===== src/rtl/muldiv_unit_if.sv =====
// Start/busy/done handshake bundle between the execute-stage control unit and muldiv_unit.
interface muldiv_unit_if #(
    parameter int XLEN = 32
);
    logic            start;
    logic [2:0]      op;
    logic [XLEN-1:0] A;
    logic [XLEN-1:0] B;
    logic            busy;
    logic            done;
    logic [XLEN-1:0] result;

    modport master (
        output start, op, A, B,
        input  busy, done, result
    );

    modport slave (
        input  start, op, A, B,
        output busy, done, result
    );
endinterface


===== src/rtl/muldiv_unit.sv =====
// Iterative RV32M multiply/divide unit: shift-add multiply and restoring divide, one bit per cycle,
// with sign handling on magnitudes and a fast path for divide-by-zero and signed overflow.
module muldiv_unit #(
    parameter int XLEN = 32
) (
    input  logic         clk,
    input  logic         rst_n,
    muldiv_unit_if.slave bus
);
    localparam int CW = $clog2(XLEN);
    localparam logic [CW-1:0]   CNT_LAST = CW'(XLEN - 1);
    localparam logic [XLEN-1:0] MIN_NEG  = {1'b1, {(XLEN-1){1'b0}}};

    typedef enum logic [2:0] {IDLE, PREP, CALC, FIX, DONE} state_e;

    typedef enum logic [2:0] {
        OP_MUL    = 3'b000,
        OP_MULH   = 3'b001,
        OP_MULHSU = 3'b010,
        OP_MULHU  = 3'b011,
        OP_DIV    = 3'b100,
        OP_DIVU   = 3'b101,
        OP_REM    = 3'b110,
        OP_REMU   = 3'b111
    } op_e;

    state_e            state, state_nx;
    op_e               op_q;
    logic [XLEN-1:0]   a_q, b_q;
    logic [CW-1:0]     count;
    logic [2*XLEN-1:0] prod;
    logic [XLEN-1:0]   rem;
    logic [XLEN-1:0]   quo;
    logic [XLEN-1:0]   result_q;

    logic              a_signed, b_signed;
    logic [XLEN-1:0]   mag_a, mag_b;
    logic              neg_q, neg_r;
    logic              special;
    logic [XLEN-1:0]   special_result;
    logic [XLEN:0]     shifted;
    logic              fits;
    logic [XLEN-1:0]   rem_sub;
    logic [XLEN:0]     sum;
    logic [2*XLEN-1:0] prod_s;
    logic [XLEN-1:0]   quo_s, rem_s;
    logic [XLEN-1:0]   fix_result;

    // Operand interpretation; a_q/b_q hold for the whole operation, so these stay stable.
    always_comb begin
        a_signed = (op_q == OP_MULH) || (op_q == OP_MULHSU) || (op_q == OP_DIV) || (op_q == OP_REM);
        b_signed = (op_q == OP_MULH) || (op_q == OP_DIV) || (op_q == OP_REM);
        mag_a    = (a_signed && a_q[XLEN-1]) ? -a_q : a_q;
        mag_b    = (b_signed && b_q[XLEN-1]) ? -b_q : b_q;
        neg_q    = (a_signed && a_q[XLEN-1]) ^ (b_signed && b_q[XLEN-1]);
        neg_r    = (op_q == OP_REM) && a_q[XLEN-1];

        special        = 1'b0;
        special_result = '0;
        if (op_q[2] && (b_q == '0)) begin
            special        = 1'b1;
            special_result = op_q[1] ? a_q : '1;
        end else if (((op_q == OP_DIV) || (op_q == OP_REM)) && (a_q == MIN_NEG) && (b_q == '1)) begin
            special        = 1'b1;
            special_result = op_q[1] ? '0 : MIN_NEG;
        end
    end

    // The 33-bit partial remainder only exists as the shifted trial value; what is kept is always < divisor.
    always_comb begin
        shifted = {rem, quo[XLEN-1]};
        fits    = shifted >= {1'b0, mag_b};
        rem_sub = shifted[XLEN-1:0] - mag_b;
        sum     = {1'b0, prod[2*XLEN-1:XLEN]} + (prod[0] ? {1'b0, mag_a} : '0);

        prod_s = neg_q ? -prod : prod;
        quo_s  = neg_q ? -quo : quo;
        rem_s  = neg_r ? -rem : rem;

        case (op_q)
            OP_MUL:                        fix_result = prod_s[XLEN-1:0];
            OP_MULH, OP_MULHSU, OP_MULHU:  fix_result = prod_s[2*XLEN-1:XLEN];
            OP_DIV, OP_DIVU:               fix_result = quo_s;
            default:                       fix_result = rem_s;
        endcase
    end

    // NOTE: sequential state uses non-blocking assignments so every register samples pre-edge values.
    always_ff @(posedge clk) begin
        if (!rst_n) begin
            state <= IDLE;
        end else begin
            state <= state_nx;
        end
    end

    // NOTE: outputs and next state get defaults first so no path through the case infers a latch.
    always_comb begin
        state_nx = state;
        bus.busy = 1'b0;
        bus.done = 1'b0;
        case (state)
            IDLE: begin
                if (bus.start) begin
                    state_nx = PREP;
                end
            end
            PREP: begin
                bus.busy = !special;
                state_nx = special ? DONE : CALC;
            end
            CALC: begin
                bus.busy = 1'b1;
                if (count == CNT_LAST) begin
                    state_nx = FIX;
                end
            end
            FIX: begin
                bus.busy = 1'b1;
                state_nx = DONE;
            end
            DONE: begin
                bus.done = 1'b1;
                state_nx = IDLE;
            end
            default: begin
                state_nx = IDLE;
            end
        endcase
    end

    always_ff @(posedge clk) begin
        if (!rst_n) begin
            op_q     <= OP_MUL;
            a_q      <= '0;
            b_q      <= '0;
            count    <= '0;
            prod     <= '0;
            rem      <= '0;
            quo      <= '0;
            result_q <= '0;
        end else begin
            case (state)
                IDLE: begin
                    if (bus.start) begin
                        op_q  <= op_e'(bus.op);
                        a_q   <= bus.A;
                        b_q   <= bus.B;
                        count <= '0;
                    end
                end
                PREP: begin
                    count <= '0;
                    prod  <= {{XLEN{1'b0}}, mag_b};
                    rem   <= '0;
                    quo   <= mag_a;
                    if (special) begin
                        result_q <= special_result;
                    end
                end
                CALC: begin
                    count <= count + 1'b1;
                    if (op_q[2]) begin
                        quo <= {quo[XLEN-2:0], fits};
                        rem <= fits ? rem_sub : shifted[XLEN-1:0];
                    end else begin
                        prod <= {sum, prod[XLEN-1:1]};
                    end
                end
                FIX: begin
                    result_q <= fix_result;
                end
                default: begin
                end
            endcase
        end
    end

    assign bus.result = result_q;
endmodule


===== src/flat_wrapper.sv =====
// flat-port wrapper written by rule: the top's interface ports become plain ports
module muldiv_unit_flat 
#(
    parameter int XLEN = 32
)
  (clk, rst_n, bus_start, bus_op, bus_A, bus_B, bus_busy, bus_done, bus_result);
  muldiv_unit_if #(.XLEN(XLEN)) bus_i ();
  input  logic clk;
  input  logic rst_n;
  input wire logic [$bits(bus_i.start)-1:0] bus_start;
  input wire logic [$bits(bus_i.op)-1:0] bus_op;
  input wire logic [$bits(bus_i.A)-1:0] bus_A;
  input wire logic [$bits(bus_i.B)-1:0] bus_B;
  output wire logic [$bits(bus_i.busy)-1:0] bus_busy;
  output wire logic [$bits(bus_i.done)-1:0] bus_done;
  output wire logic [$bits(bus_i.result)-1:0] bus_result;
  assign bus_i.start = bus_start;
  assign bus_i.op = bus_op;
  assign bus_i.A = bus_A;
  assign bus_i.B = bus_B;
  assign bus_busy = bus_i.busy;
  assign bus_done = bus_i.done;
  assign bus_result = bus_i.result;
  muldiv_unit #(.XLEN(XLEN)) u_core (.clk(clk), .rst_n(rst_n), .bus(bus_i));
endmodule

===== config.mk =====
export PLATFORM = sky130hd
export DESIGN_NAME = muldiv_unit_flat
export DESIGN_NICKNAME = d
export VERILOG_FILES = /design/src/rtl/muldiv_unit_if.sv /design/src/rtl/muldiv_unit.sv /design/src/flat_wrapper.sv
export SDC_FILE = /design/constraint.sdc
export NUM_CORES = 1
export LEC_CHECK = 0
export BUFFER_PORTS_ARGS = -buffer_cell sky130_fd_sc_hd__buf_2
export CAP_MARGIN = 20
export CORE_ASPECT_RATIO = 1.75
export CORE_MARGIN = 2
export CORE_UTILIZATION = 57
export CTS_CLUSTER_SIZE = 30
export DETAILED_ROUTE_END_ITERATION = 16
export MAX_ROUTING_LAYER = met4
export PLACE_DENSITY = 0.84
export SETUP_SLACK_MARGIN = 0.15
export SYNTH_ARGS = -nofsm -noshare
export SYNTH_HDL_FRONTEND = slang
export SYNTH_SLANG_ARGS = --single-unit

===== constraint.sdc =====
create_clock -name clk -period 12.42 [get_ports clk]
set_clock_uncertainty 0.2 [all_clocks]
set_input_delay 2.484 -clock clk [delete_from_list [all_inputs] [get_ports clk]]
set_output_delay 2.484 -clock clk [all_outputs]
set_load 0.01 [all_outputs]

==> results.toml <==
[clocking]
cts_tree = "yes"
htree_levels = 1
clock_latency_ns = 0.57
clk_pin_slew_worst_paths_ns = 0.07
postCtsHoldBufs = 0
post-cts-setup-buffers = 0
cts-root-buf = "clkbuf_16"
cts_made_buffers = 25
cts_sinks = 235
clockBufferDepth = 3
cts_resized = 0

[logic_synthesis]
ys_ff_latch = 235
synth_edf_count = 0
synth_top_area_frac = 0.2743
yosysSeqAreaShare = 0.2743
yosys.area.top_type = "dfxtp_1"
synth.most_common_cell = "nor2_1"
synth_cells = 2411
ys_async_sr_fraction = 0
avgSynthCellArea_um2 = 7.114
yosys-top-cells-count = "320 x nor2_1, 309 x a21oi_1, 293 x nand2_1"
yosysWarnings = 0
syn-num-nets = 2553
synth.distinct_cells = 77
synth.area.top_cells = "dfxtp_1 27%, a21oi_1 9.0%, nor2_1 7.0%, nand2_1 6.4%, o21ai_0 5.6%"
synth-main-ff-cell = "dfxtp_1"
netlist_area_mm2 = 0.01715

[layout]
fin_nets = 2556
syn_to_final_growth_pct = 8.849
drive_gt1_frac = 0.08474
fillers = 2713
final_cells = 2822

[timing]
tightest_slew_ns = 1.247
rsz0062_at_grt = "no"
final.setup.tns_ns = 0
period_share = 0.4974
fin_crit_ns = 6.177
maxSlewHeadroom = 0.1627
report.final.slew_viol_count = 0
hold_viol = 0
fmax_mhz = 161.9
finalSetupViolations = 0

[drt]
drt_first_iter_violations = 1980
viasPerCell = 6.728
postRouteWirelength_um = 66480
wire_per_inst_um = 23.56
drc_errors = 0
ant_nets = 0
num_vias = 18990
first_pass_iters = 8

[die]
dieArea_mm2 = 0.03155
core-area_mm2 = 0.02985
start_util = 0.5746
dieWidth_um = 135.1
ios = 104
die_h_um = 233.5
rows = 84

[setup_path]
crit_path_start_kind = "flop"
path_cells = "buf_4 > nor2_1 > nand2_1 > and3_1 > o21ai_0 > xor2_1 > nor2_1 > ha_1 > a21oi_1 > o21ai_0 > a2111oi_0 > a211oi_1 > o41ai_1 > o31ai_1 > or4_1 > a31oi_1 > xor2_1 > o21ai_0"
regToRegSetupSlack_ns = 6.24
max_stage_delay_ns = 0.80
reg2reg_depth = 18
critPathBufInv = 1
cp_num_cells = 18
slowest_stage = "a2111oi_0"
timing.rr.start = "u_core.op_q[1]"
crit_end = "u_core.prod[61]"
crit_path_frequent_cell = "o21ai_0"
endpoint_kind = "flop"
crit_start = "u_core.op_q[1]"
critical_path.top_delay_family = "compound AO/OA/AOI/OAI gates"
path_class = "reg2reg"
worstReg2RegEnd = "u_core.prod[61]"
cp.arrival_ns = 6.41
required_ns = 12.65
crit_fanout = 35

[place]
place_congestion = 1.108
io_buffers = 103
place_hpwl_um = 49160
dp_cells = 2769

[grt]
grt_use_total = 0.4266
grt_overflow_total = 0
grt_pass1_vias = 17190
grt_pass1_wl_um = 100400
antenna_found_initial = 4
grt_start_max_net_pins = 77

[pwr]
power.leakage_nw = 7.408
peakVddDrop_mv = 0.1289
p_per_area_mw_per_mm2 = 115.7

[job]
drv_cap = 0

[outcome]
status = "complete, no violations"

[min_path]
min_path_type = "reg2reg"
==> power breakdown <==
| part | internal, W | switching, W |
|---|---|---|
| Combinational | 0.000171 | 0.000379 |
| Clock | 0.000436 | 0.000342 |
| Sequential | 0.000782 | 0.0000504 |
==> worst register-to-register path: cells and delay by family, from the launching register on <==
family,cells,cell delay (ns)
AO/OA/AOI/OAI,9,2.88
XOR/XNOR,2,0.38
adder cells (fa/ha/maj),1,0.36
buffers and inverters,1,0.33
flip-flops,1,0.31
AND/OR/NAND/NOR,5,1.59
==> per-stage QoR <==
step | util | total power (W) | setup WS (ns) | instance area, um^2 | hold WS, ns
global route | 0.6255 | 0.002226 | 5.889 | 18670 | 0.2692
global placement | 0.5942 | 0.001352 | 6.619 | 17740 | 0.2300
finish | 0.6255 | 0.002160 | 6.243 | 18670 | 0.2600
floorplan | - | 0.001195 | 7.483 | 17150 | 0.2148
detailed placement | 0.5958 | 0.001365 | 6.398 | 17780 | 0.2445
CTS | 0.6234 | 0.002124 | 6.319 | 18610 | 0.2523
==> final cells by class <==
cell class | instances | area [um^2] | area share
inverters | 48 | 182.7 | 0.009785
flip-flops and latches | 235 | 4705 | 0.2520
clock buffers | 30 | 684.4 | 0.03666
well taps | 387 | 484.2 | 0.02594
repair buffers | 128 | 748.2 | 0.04008
diodes | 4 | 10.01 | 0.0005362
clock inverters | 14 | 141.4 | 0.007573
multi-input cells | 1976 | 11710 | 0.6274
==> metal layers <==
metal	vias up	track usage	share of wire
met3	341	0.09201	0.083
met2	1048	0.6720	0.47
met5	-	-	0
met4	0	0.4033	0.12
li1	8652	-	-
met1	8946	0.4357	0.33
==> state kept, by name, summed over array words and instances, names as in the netlist <==
name / flops
u_core.state: 3
u_core.bus.result: 32
u_core.count: 5
u_core.op_q: 3
u_core.prod: 64
u_core.b_q: 32
u_core.rem: 32
u_core.quo: 32
u_core.a_q: 32
==> cells by family (layout without fill, tap and decap cells) <==
logic type      count (synthesis)  count (layout)  share of synthesized area
fa+ha+maj                      75              75                    0.05515
compound gates                816             816                     0.2874
other cells                     0               4                          0
simple gates                  871             871                     0.2274
flops                         235             235                     0.2743
mux                            15              15                   0.008827
buf+inv                       200             220                    0.04450
xor+xnor                      199             199                     0.1025
==> placed cells by master, fill, tap and decap left out, types with 25 or more instances in the layout <==
cell,instances
ha_1,70
a31oi_1,34
o21ai_0,192
nand2_1,292
nor2_1,320
a21o_1,32
inv_1,47
xnor2_1,100
or4_1,25
nor3_1,56
clkbuf_16,25
a21oi_1,309
buf_2,103
nand3_1,33
xor2_1,97
dfxtp_1,235
o31ai_1,36
a211oi_1,71
==> worst min path at each step <==
stage / from / cells past startpoint / slack, ns / endpoint
floorplan: u_core.count[3] / 1 / 0.21 / u_core.count[3]
global placement: u_core.count[3] / 1 / 0.23 / u_core.count[3]
detailed placement: u_core.count[3] / 1 / 0.24 / u_core.count[3]
CTS: u_core.count[3] / 1 / 0.25 / u_core.count[3]
global route: u_core.count[3] / 1 / 0.27 / u_core.count[3]
finish: u_core.bus.result[30] / 2 / 0.26 / u_core.bus.result[30]
No activity file was read; power rests on OpenSTA's default activity.
